===== config.mk =====
export PLATFORM = sky130hd
export DESIGN_NAME = comm_cmd_parser
export DESIGN_NICKNAME = d
export VERILOG_FILES = /design/src/rtl/comm_cmd_parser.sv
export SDC_FILE = /design/constraint.sdc
export NUM_CORES = 1
export LEC_CHECK = 0
export CAP_MARGIN = 20
export CELL_PAD_IN_SITES_DETAIL_PLACEMENT = 0
export CELL_PAD_IN_SITES_GLOBAL_PLACEMENT = 1
export CORE_MARGIN = 2
export CORE_UTILIZATION = 39
export CTS_CLUSTER_SIZE = 10
export DETAILED_ROUTE_END_ITERATION = 7
export PLACE_DENSITY = 0.85
export SLEW_MARGIN = 20
export SYNTH_ARGS = -nofsm -noshare
export SYNTH_HDL_FRONTEND = slang
export SYNTH_SLANG_ARGS = --single-unit

===== constraint.sdc =====
create_clock -name HCLK -period 3.58 [get_ports HCLK]
set_input_delay 0.537 -clock HCLK [delete_from_list [all_inputs] [get_ports HCLK]]
set_output_delay 0.537 -clock HCLK [all_outputs]
set_load 0.01 [all_outputs]

===== src/rtl/comm_cmd_parser.sv =====
// Command framer: turns a UART RX byte stream (cmd, 4 addr, [4 data], CR, LF)
// into single read/write requests for the bus master, flagging bad or stalled frames.
module comm_cmd_parser #(
    parameter int unsigned TIMEOUT_CYCLES = 100000,
    parameter int unsigned ADDR_W         = 32,
    parameter int unsigned DATA_W         = 32
) (
    input  logic              HCLK,
    input  logic              HRESETn,
    input  logic              rx_valid,
    input  logic [7:0]        rx_data,
    output logic              rx_ready,
    output logic              req_valid,
    input  logic              req_ready,
    output logic              req_write,
    output logic [ADDR_W-1:0] req_addr,
    output logic [DATA_W-1:0] req_wdata,
    output logic              err_pulse,
    output logic [1:0]        err_code
);

    typedef enum logic [2:0] {
        S_IDLE,
        S_ADDR,
        S_DATA,
        S_CR,
        S_LF,
        S_ISSUE
    } state_t;

    localparam int unsigned CNT_W = (TIMEOUT_CYCLES > 0) ? $clog2(TIMEOUT_CYCLES + 1) : 1;
    localparam logic [CNT_W-1:0] CNT_LAST = (TIMEOUT_CYCLES > 0) ? CNT_W'(TIMEOUT_CYCLES - 1) : '0;
    localparam logic [CNT_W-1:0] CNT_MAX  = '1;

    localparam logic [1:0] ERR_CMD   = 2'b01;
    localparam logic [1:0] ERR_FRAME = 2'b10;
    localparam logic [1:0] ERR_TIME  = 2'b11;

    state_t             state_q, state_d;
    logic [1:0]         idx_q, idx_d;
    logic [CNT_W-1:0]   cnt_q, cnt_d;
    logic               write_q, write_d;
    logic [ADDR_W-1:0]  addr_q, addr_d;
    logic [DATA_W-1:0]  wdata_q, wdata_d;
    logic [1:0]         err_code_q, err_code_d;
    logic               accept;
    logic               timed;

    assign rx_ready  = (state_q != S_ISSUE);
    assign req_valid = (state_q == S_ISSUE);
    assign accept    = rx_valid && rx_ready;
    assign timed     = (state_q == S_ADDR) || (state_q == S_DATA) ||
                       (state_q == S_CR)   || (state_q == S_LF);

    assign req_write = write_q;
    assign req_addr  = addr_q;
    assign req_wdata = wdata_q;
    assign err_code  = err_code_d;

    always_comb begin
        state_d    = state_q;
        idx_d      = idx_q;
        cnt_d      = cnt_q;
        write_d    = write_q;
        addr_d     = addr_q;
        wdata_d    = wdata_q;
        err_code_d = err_code_q;
        err_pulse  = 1'b0;

        if (timed) begin
            if (accept) begin
                cnt_d = '0;
            end else if (cnt_q != CNT_MAX) begin
                cnt_d = cnt_q + 1'b1;
            end
        end

        case (state_q)
            S_IDLE: begin
                if (accept) begin
                    if (rx_data == 8'h72 || rx_data == 8'h52 ||
                        rx_data == 8'h77 || rx_data == 8'h57) begin
                        write_d = (rx_data == 8'h77) || (rx_data == 8'h57);
                        addr_d  = '0;
                        wdata_d = '0;
                        idx_d   = 2'd0;
                        state_d = S_ADDR;
                    end else begin
                        err_pulse  = 1'b1;
                        err_code_d = ERR_CMD;
                    end
                end
            end
            S_ADDR: begin
                if (accept) begin
                    addr_d[{idx_q, 3'b000} +: 8] = rx_data;
                    idx_d = idx_q + 2'd1;
                    if (idx_q == 2'd3) begin
                        state_d = write_q ? S_DATA : S_CR;
                    end
                end
            end
            S_DATA: begin
                if (accept) begin
                    wdata_d[{idx_q, 3'b000} +: 8] = rx_data;
                    idx_d = idx_q + 2'd1;
                    if (idx_q == 2'd3) begin
                        state_d = S_CR;
                    end
                end
            end
            S_CR: begin
                if (accept) begin
                    if (rx_data == 8'h0D) begin
                        state_d = S_LF;
                    end else begin
                        state_d    = S_IDLE;
                        err_pulse  = 1'b1;
                        err_code_d = ERR_FRAME;
                    end
                end
            end
            S_LF: begin
                if (accept) begin
                    if (rx_data == 8'h0A) begin
                        state_d = S_ISSUE;
                    end else begin
                        state_d    = S_IDLE;
                        err_pulse  = 1'b1;
                        err_code_d = ERR_FRAME;
                    end
                end
            end
            S_ISSUE: begin
                if (req_ready) begin
                    state_d = S_IDLE;
                end
            end
            default: state_d = S_IDLE;
        endcase

        // An accepted byte in the expiry cycle takes priority over the timeout.
        if (TIMEOUT_CYCLES > 0 && timed && !accept && cnt_q == CNT_LAST) begin
            state_d    = S_IDLE;
            err_pulse  = 1'b1;
            err_code_d = ERR_TIME;
        end

        if (state_d != state_q) begin
            cnt_d = '0;
        end
    end

    always_ff @(posedge HCLK or negedge HRESETn) begin
        if (!HRESETn) begin
            state_q    <= S_IDLE;
            idx_q      <= '0;
            cnt_q      <= '0;
            write_q    <= 1'b0;
            addr_q     <= '0;
            wdata_q    <= '0;
            err_code_q <= '0;
        end else begin
            state_q    <= state_d;
            idx_q      <= idx_d;
            cnt_q      <= cnt_d;
            write_q    <= write_d;
            addr_q     <= addr_d;
            wdata_q    <= wdata_d;
            err_code_q <= err_code_d;
        end
    end

endmodule

[Word level (Yosys, flattened, before mapping)]
Index checks and enable logic that the tools add are counted.
W data, S select, Z words.
Word-level totals
  register bits after elaboration: 89
  input port bits: 12
  output and inout port bits: 70
  logic and storage cells: 102
Cells by class
  $add $sub $neg: 3
  equal/unequal tests: 21
  shift-type cells: 2
  muxes and demuxes: 46
  reductions and logical operators: 23
Operator list (number)
  $mux W32: 4
  $pmux W32 S2: 2
  $mux W17: 4
  $bwmux W32: 2
  $mux W3: 12
  $eq A8 B7 Y1 const B: 4
  $shift A8 B7 Y32 const A: 1
  $shiftx A8 B7 Y32: 1
  $mux W2: 10
  $pmux W3 S6: 1
  $add A17 B1 Y17 const B: 1
  $eq A17 B17 Y1 const B: 1
  $ne A17 B17 Y1 const B: 1
  $eq A8 B4 Y1 const B: 2
  $reduce_and A4 Y1: 3
  $mux W1: 8
  $ne A2 B2 Y1 const B: 4
  $reduce_bool A2 Y1: 4
  $logic_or A1 B1 Y1: 7
  $neg A5 Y7: 1
  $eq A3 B2 Y1 const B: 2
  $eq A3 B3 Y1 const B: 2
  $pmux W2 S3: 1
  $pmux W2 S2: 1
  other kinds (14): 16

[Depth between registers and ports, before layout]
Gate-level depths: netlist of the first run.
  word-level depth: 11
  depth in mapped cells: 12
  depth with buffers taken out: 12

[Least setup slack after synthesis of the first run]
No wires, ideal clock.
  kind: register -> register
  start point: reg cnt_q[0]
  end point: reg cnt_q[13]
  setup time: 0.119 ns
  data arrival time: 2.424 ns
  required time: 3.461 ns
  setup slack: 1.038 ns
  cell stages (with the launch flop): 13
  path buffers: 0
  clock period less this slack: 2.542 ns
  path through: dfrtp_1 ha_1 nand4_1 nor2_1 nand2_1 nor2_1 ha_1 nor2b_1 nor3_1 nand4_1 nor4_1 xnor2_1 nor2_1
On the way
  longest elaborated chain between the ends: 6
  elaborated cells on any way between the ends: 13
  those cells by class: add/sub (1); eq/ne (3); mux (5); reduce/logical (4)
RTL lines
  start, declared: line 41  | logic [CNT_W-1:0] cnt_q, cnt_d;
  start signal, assigned: line 166  | cnt_q <= cnt_d;
  branches (longest 6 deep; another with $add A17 B1 Y17)
Several ways; the timed one is not identified. The select of a mux whose other input is x is not followed.
A chain may end at the register's enable or synchronous reset.

[Worst setup path after layout of the first run]
  start point: reg state_q[2]
  end point: out err_code[0]
On the way
  longest elaborated chain between the ends: 7
  elaborated cells on any way between the ends: 18
  those cells by class: eq/ne (5); mux (5); reduce/logical (8)
RTL lines
  start, declared: line 39  | state_t state_q, state_d;
  start signal, assigned: line 164  | state_q <= state_d;
  branches (longest 6 deep; another with $ne A3 B3 Y1)
  $mux W2 (*): line 143  | if (TIMEOUT_CYCLES > 0 && timed && !accept && cnt_q == CNT_LAST) begin
  end, declared: line 19  | output logic [1:0] err_code
Mark *: on every way between the ends.

==> results of run 1 <==
synthesized netlist by cell type, types with 2 or more instances:
cell and n:
xor2_1 6, inv_1 6, a22oi_1 2, nor2b_1 10, o22ai_1 3, nand3_1 6, dfrtp_1 89, o21ai_0 72
buf_2 9, or3b_2 2, buf_1 4, and2_1 3, nand3b_1 2, nor2_1 29, or3_1 4, xnor2_1 7
clkbuf_1 13, nand2_1 145, o21ai_1 9, a21oi_1 6, nand2b_1 3, and3_1 2, nand4_1 11, nor3_1 12
nor4b_1 3, ha_1 6, nand4b_1 3, a21o_1 2, buf_6 2, or2_2 4, nor4_1 2
registers in the layout, indices dropped and copies added, names as in the netlist:
register	cells
req_addr	32
req_wdata	32
err_code_q	2
req_write	1
cnt_q	17
idx_q	2
state_q	3
where the power goes:
group          leakage, nW  switching, mW  total, mW  internal (mW)
registers             1.23         0.0768       1.13           1.06
clock network       0.0900          0.380      0.637          0.257
logic                0.873          0.436      0.690          0.254
total                 2.19          0.892       2.46           1.57
per-stage QoR:
| step | power (mW) | util [%] | instances |
|---|---|---|---|
| final | 2.460 | 50.07 | 714 |
| after global routing | 2.607 | 50.07 | 714 |
| after CTS | 2.472 | 50.03 | 714 |
| after detailed placement | 1.841 | 48.41 | 698 |
| after global placement | 1.827 | 48.41 | 698 |
| after floorplan | 1.632 | - | 495 |
metal layers:
metal,wire [um],share of wire [%]
met5,0,0
met4,181,1.7
met3,506,4.8
met2,5034,47
met1,4891,46
critical path, delay by kind of cell (launching register included):
| kind | cells | cell delay [ns] |
|---|---|---|
| DFF | 1 | 0.64 |
| AOI/OAI and AO/OA | 1 | 0.10 |
| and+or+nand+nor | 5 | 1.00 |
| buffers and inverters | 1 | 0.54 |
worst max path at each step:
stage | slack, ns | to | cells after the start
after global routing | 0.26 | err_code[0] | 7
after detailed placement | 0.44 | err_code[1] | 8
after global placement | 0.48 | err_code[0] | 8
after CTS | 0.41 | err_code[0] | 7
after floorplan | 1.04 | cnt_q[13] | 12
final | 0.40 | err_code[0] | 7
logic make-up after synthesis:
| logic type | count (synthesis) | synth area share [%] |
|---|---|---|
| DFF | 89 | 51.55 |
| muxes | 1 | 0.2606 |
| xor gates and xnor gates | 13 | 2.635 |
| and+or+nand+nor | 250 | 27.34 |
| buffers and inverters | 34 | 3.562 |
| adders and majority gates | 6 | 1.738 |
| AOI/OAI and AO/OA | 102 | 12.92 |
final cells by class:
| class | count | area (um^2) |
|---|---|---|
| Clock buffer | 9 | 123.9 |
| Clock inverter | 7 | 52.55 |
| Fill cell | 1086 | 5413 |
| Inverter | 6 | 22.52 |
| Multi-Input combinational cell | 372 | 1939 |
| Sequential cell | 89 | 2227 |
| Tap cell | 140 | 175.2 |
| Timing Repair Buffer | 91 | 887.1 |
==> results.md, run 1 <==
* R2r setup slk at 0.95 ns
* Worst r2r dst: cnt_q[6]
* Setup slack at placement at 0.4392 ns
* Final TNS setup at 0 ns
* Vias per inst at 5.174
* Worst path max stage delay at 0.64 ns
* Sequential share of the synthesized area at 51.55%
* CTS Buf Count at 9
* Pins Over Slew Limit at 0
* Initial DRT Pass Iterations at 4
* Routed wire per std cell at 14.86 um
* Total Routing Usage GR at 18.50%
* Layout cells sized above 1 at 7.143%
* Rel. slew slack at 39.25%
* Hold slack at 0.2134 ns
* Worst R2R Start: state_q[0]
* Post-Syn Nets at 513
* Worst R2R Path Depth at 6
* Post-synth EDFFs at 0
* Slowest CP cell: dfrtp_1
* Post-place instance area at 5248 um^2
* Top-area cell type share of the netlist area at 51.55%
* Slew at the pin with the worst max-slew slack at 0.9051 ns
* Peak VDD IR at 0.0002223 V
* Tcrit/Tclk final at 88.86%
* Worst Skew at 0.01122 ns
* Nets@finish at 587
* Routed Antenna Nets at 0
* Row cnt at 38
* Post-CTS Setup Inserts at 0
* Grt total ovfl at 0
* Post-route cell area at 5428 um^2
* Fin worst setup slack at 0.3989 ns
* Die outline width at 109.3 um
* Worst Path Arrival at 2.64 ns
* HP Class: in -> async
* Yosys top cell by area: dfrtp_1
* Max clock buf depth at 2
* RSZ-0062 raised after global routing: false
* Pin count of the biggest net entering global routing at 90
* Max-cap violations at 0
* Power Density at 453.3 nW/um^2
* Yosys warns at 0
* I/O Buffers at 81
* Main synth FF type: dfrtp_1
* GPL Wtd Cong at 0.8291
* CP Launch Point: state_q[2]
* FFs w/ async S/R, synth at 100.0%
* Static Leakage at 2.192 nW
* Most frequent cells in the layout: nand2_1, dfrtp_1, clkdlybuf4s50_1, o21ai_0, nor2_1
* Worst Setup End Kind: primary output
* Mean Syn Cell Area at 8.728 um^2
* Final hold violation count at 0
* Detailed Route Iter0 Violations at 138
* Routing usage on met3 at 2.750%
* Status: completed
* Seq cells post-synth at 89
* Post-cts repair resize count at 0
* Initial Utilization at 39.85%
* Cell Area, Synth at 4320 um^2
* Final setup violation count at 0
* Met2 usage at 30.17%
* Synth Instances at 495
* Drt drc at 0
* Cts-stage hold buffer count at 0
* H-tree Lvls at 3
* Minimum clock period at 3.181 ns
* Critical path required time at 3.04 ns
* Ports at 82
* Final WL at 10.61 mm
* Area Overhead vs Synth at 25.63%
* Clk slew on worst S/H paths at 0.10 ns
* CTS tree: yes
* Max frequency at 314.4 MHz
* Detail Placement HPWL at 7.658 mm
* Most common cell after layout, fill and taps aside: nand2_1
* Skew-Pair Late Insertion Delay at 0.36 ns
* Placeable Area at 10,840 um^2
* Die H at 109.3 um
* Critical Path Start Type: flip-flop
* Top cells by area, synth: dfrtp_1, nand2_1, o21ai_0
* Sequence of cells on the critical path: or4bb_1 > nor2_1 > o21ai_0 > nand4_1 > nand2_1 > nand3_1 > clkdlybuf4s50_1
* CTS root buf: clkbuf_8
* Vias in the first global route at 3,394
* TritonCTS Sinks at 89
* Routed vias at 3,694
* Full die area at 11,940 um^2
* Gr busiest metal: met2
* Netlist cell types at 49
* First-pass GRT wire length at 17.14 mm
* GRT met1 Usage at 25.24%
* Ant diodes at 0
* Initial antenna violation count at 0
* WS Path Type: reg -> out
* Critical path fanouts, max at 16
Note: power is estimated with default switching activity, not from simulation.
==> run 2: changes to the inputs <==
--- a/config.mk
+++ b/config.mk
@@ -12,6 +12,7 @@
 export CORE_UTILIZATION = 39
 export CTS_CLUSTER_SIZE = 10
 export DETAILED_ROUTE_END_ITERATION = 7
+export GPL_TIMING_DRIVEN = 0
 export PLACE_DENSITY = 0.85
 export SLEW_MARGIN = 20
 export SYNTH_ARGS = -nofsm -noshare
==> results.md, run 2 (synthesis results as in run 1) <==
* Status: completed
* Post-CTS Setup Inserts at 0 (unchanged)
* Routed wire per std cell at 14.99 um (+0.83%)
* Rel. slew slack at 33.22% (-6.0 points)
* Clk slew on worst S/H paths at 0.10 ns (about the same)
* WS Path Type: in -> out
* Max clock buf depth at 2 (unchanged)
* Final setup violation count at 0 (unchanged)
* Worst Setup End Kind: primary output
* Overall Power at 2.609 mW (+6.0%)
* GPL Wtd Cong at 0.8374 (+1.0%)
* Slew at the pin with the worst max-slew slack at 0.9941 ns (+0.08901 ns)
* H-tree Lvls at 3 (unchanged)
* Grt total ovfl at 0 (unchanged)
* Initial antenna violation count at 0 (unchanged)
* Initial DRT Pass Iterations at 4 (unchanged)
* Most common cell after layout, fill and taps aside: nand2_1
* Switching part of the total at 35.08% (-1.2 points)
* Area Overhead vs Synth at 27.60%
* CTS root buf: clkbuf_8
* Minimum clock period at 3.456 ns (+0.2744 ns)
* Util after Layout at 50.85% (+0.78 points)
* Power Density at 473.2 nW/um^2 (+4.4%)
* Final hold violation count at 0 (unchanged)
* Critical path required time at 3.04 ns (about the same)
* Pins Over Slew Limit at 0 (unchanged)
* Initial Utilization at 39.85% (unchanged)
* Most frequent cells in the layout: nand2_1, dfrtp_1, clkdlybuf4s50_1, o21ai_0, nor2_1
* Worst Path Arrival at 2.92 ns (+0.28 ns)
* Power share of the clock group at 28.2% (+2.3 points)
* Post-route cell area at 5513 um^2 (+1.6%)
* Ports at 82 (unchanged)
* RSZ-0062 raised after global routing: false
* Drt drc at 0 (unchanged)
* Skew-Pair Late Insertion Delay at 0.36 ns (about the same)
* Routed vias at 3,740 (+1.2%)
* Row cnt at 38 (unchanged)
* Internal at 1.694 mW (+8.0%)
* Vias per inst at 5.123 (-0.97%)
* Full die area at 11,940 um^2 (unchanged)
* CTS tree: yes
* Static Leakage at 2.221 nW (+1.3%)
* Comb power frac at 29.2% (+1.2 points)
* Sequence of cells on the critical path: clkdlybuf4s50_1 > clkbuf_1 > nand4b_1 > nor3_1 > o21ai_0 > nand4_1 > nand2_1 > nand3_1 > clkdlybuf4s50_1
* Routed Antenna Nets at 0 (unchanged)
* Worst R2R Path Depth at 12 (+6)
* Seq pwr share at 42.7% (-3.4 points)
* Critical Path Start Type: input pin
* Tcrit/Tclk final at 96.52% (+7.7 points)
* Worst Skew at 0.01253 ns (+0.001309 ns)
* Detail Placement HPWL at 7.880 mm (+2.9%)
* Slowest CP cell: clkdlybuf4s50_1
* First-pass GRT wire length at 18.05 mm (+5.3%)
* Die outline width at 109.3 um (unchanged)
* Critical path fanouts, max at 10 (-6)
* Nets@finish at 603 (+2.7%)
* Detailed Route Iter0 Violations at 187 (+36%)
* HP Class: in -> async
* Pin count of the biggest net entering global routing at 52 (-42%)
* Vias in the first global route at 3,585 (+5.6%)
* Most frequent cell on the critical path: clkdlybuf4s50_1
* Placeable Area at 10,840 um^2 (unchanged)
* Total Routing Usage GR at 19.48% (+0.98 points)
* Die H at 109.3 um (unchanged)
* Max frequency at 289.4 MHz (-7.9%)
* Worst path max stage delay at 0.55 ns (-0.09 ns)
* CP Depth at 9 (+2)
* I/O Buffers at 78 (-3.7%)
* Cts-stage hold buffer count at 0 (unchanged)
* CTS Buf Count at 9 (unchanged)
* Ant diodes at 0 (unchanged)
* Worst path buffer plus inverter count at 3 (+2)
* Max-cap violations at 0 (unchanged)
* Final WL at 10.94 mm (+3.1%)
* Peak VDD IR at 0.0002249 V (+1.1%)
* Delay-heaviest family, CP: buffers and inverters
* Layout cells sized above 1 at 7.458% (+0.31 points)
* Sw power at 0.9152 mW (+2.6%)
* TritonCTS Sinks at 89 (unchanged)
* Post-place instance area at 5301 um^2 (+1.0%)
==> run 2: cell types whose count changed in the layout (fill, tap and decap cells not counted), sizes merged <==
cell           change
bufinv             +1
clkdlybuf4s50      -3
clkinvlp           -1
clkinv             -2
clkbuf            +14
inv                +1
buf                +6
==> run 2: worst reg2reg max path: stages (launching register included) <==
cell     delay, ns
dfrtp_1       0.44
ha_1          0.26
nand4_1       0.12
nor2_1        0.09
nand2_1       0.09
nor2_1        0.05
ha_1          0.19
nor2b_1       0.14
nor3_1        0.76
nand4_1       0.42
nor4_1        0.36
xnor2_1       0.17
nor2_1        0.05
==> run 2: through the flow <==
step | setup slack (ns) | instances | TNS (ns) | hold slack (ns)
final | 0.1244 | 730 | 0 | 0.1323
after global routing | 0.02324 | 730 | 0 | 0.1480
after CTS | 0.1151 | 730 | 0 | 0.1433
after detailed placement | 0.1244 | 714 | 0 | 0.4702
after global placement | -1.240 | 713 | -109.84 | 0.4621
after floorplan | 1.038 | 495 | 0 | 0.2414
==> run 2: worst paths after layout <==
path,from,endpoint,slack [ns]
max in group asynchronous,HRESETn,req_wdata[18],2.81
worst max-delay path,rx_data[2],err_code[0],0.12
worst min-delay path,HRESETn,req_addr[23],0.13
worst max register to register,cnt_q[0],cnt_q[13],0.33
min in group HCLK,req_wdata[20],req_wdata[20],0.48
worst min register to register,req_wdata[20],req_wdata[20],0.48
==> run 2: cell type report <==
cell class,count,area [um^2]
flip-flops and latches,89,2227
plain buffers,28,132.6
clock inverters,6,72.57
inverters,6,22.52
repair buffers,79,805.8
well taps,140,175.2
fillers,1069,5328
clock buffers,10,137.6
multi-input cells,372,1939
==> run 2: timing repair <==
action / CTS / global route
gates resized for setup: 0 / 2
hold endpoints to repair: 0 / 0
setup endpoints to repair: 0 / 1
==> run 2: power groups by stage <==
stage | Combinational (mW) | Sequential, mW | Clock (mW)
2_1_floorplan | 0.508 | 1.12 | 0
4_1_cts | 0.763 | 1.11 | 0.752
6_report | 0.761 | 1.11 | 0.735
5_1_grt | 0.846 | 1.12 | 0.803
3_5_place_dp | 0.759 | 1.13 | 0
3_3_place_gp | 0.744 | 1.13 | 0
==> run 2: routing by layer <==
| metal | routed length (um) | GRT usage, % | vias to the layer above |
|---|---|---|---|
| met1 | 4997 | 25.86 | 1785 |
| li1 | - | - | 1852 |
| met3 | 431 | 3.288 | 15 |
| met4 | 176 | 7.595 | 0 |
| met2 | 5336 | 31.85 | 88 |
| met5 | 0 | 0 | - |
==> run 3: changes to the inputs <==
--- a/config.mk
+++ b/config.mk
@@ -10,7 +10,7 @@
 export CELL_PAD_IN_SITES_GLOBAL_PLACEMENT = 1
 export CORE_MARGIN = 2
 export CORE_UTILIZATION = 39
-export CTS_CLUSTER_SIZE = 10
+export CTS_CLUSTER_SIZE = 24
 export DETAILED_ROUTE_END_ITERATION = 7
 export GPL_TIMING_DRIVEN = 0
 export PLACE_DENSITY = 0.85
==> results of run 3 <==
Final layout, timing and power as in run 2 (identical DEF).
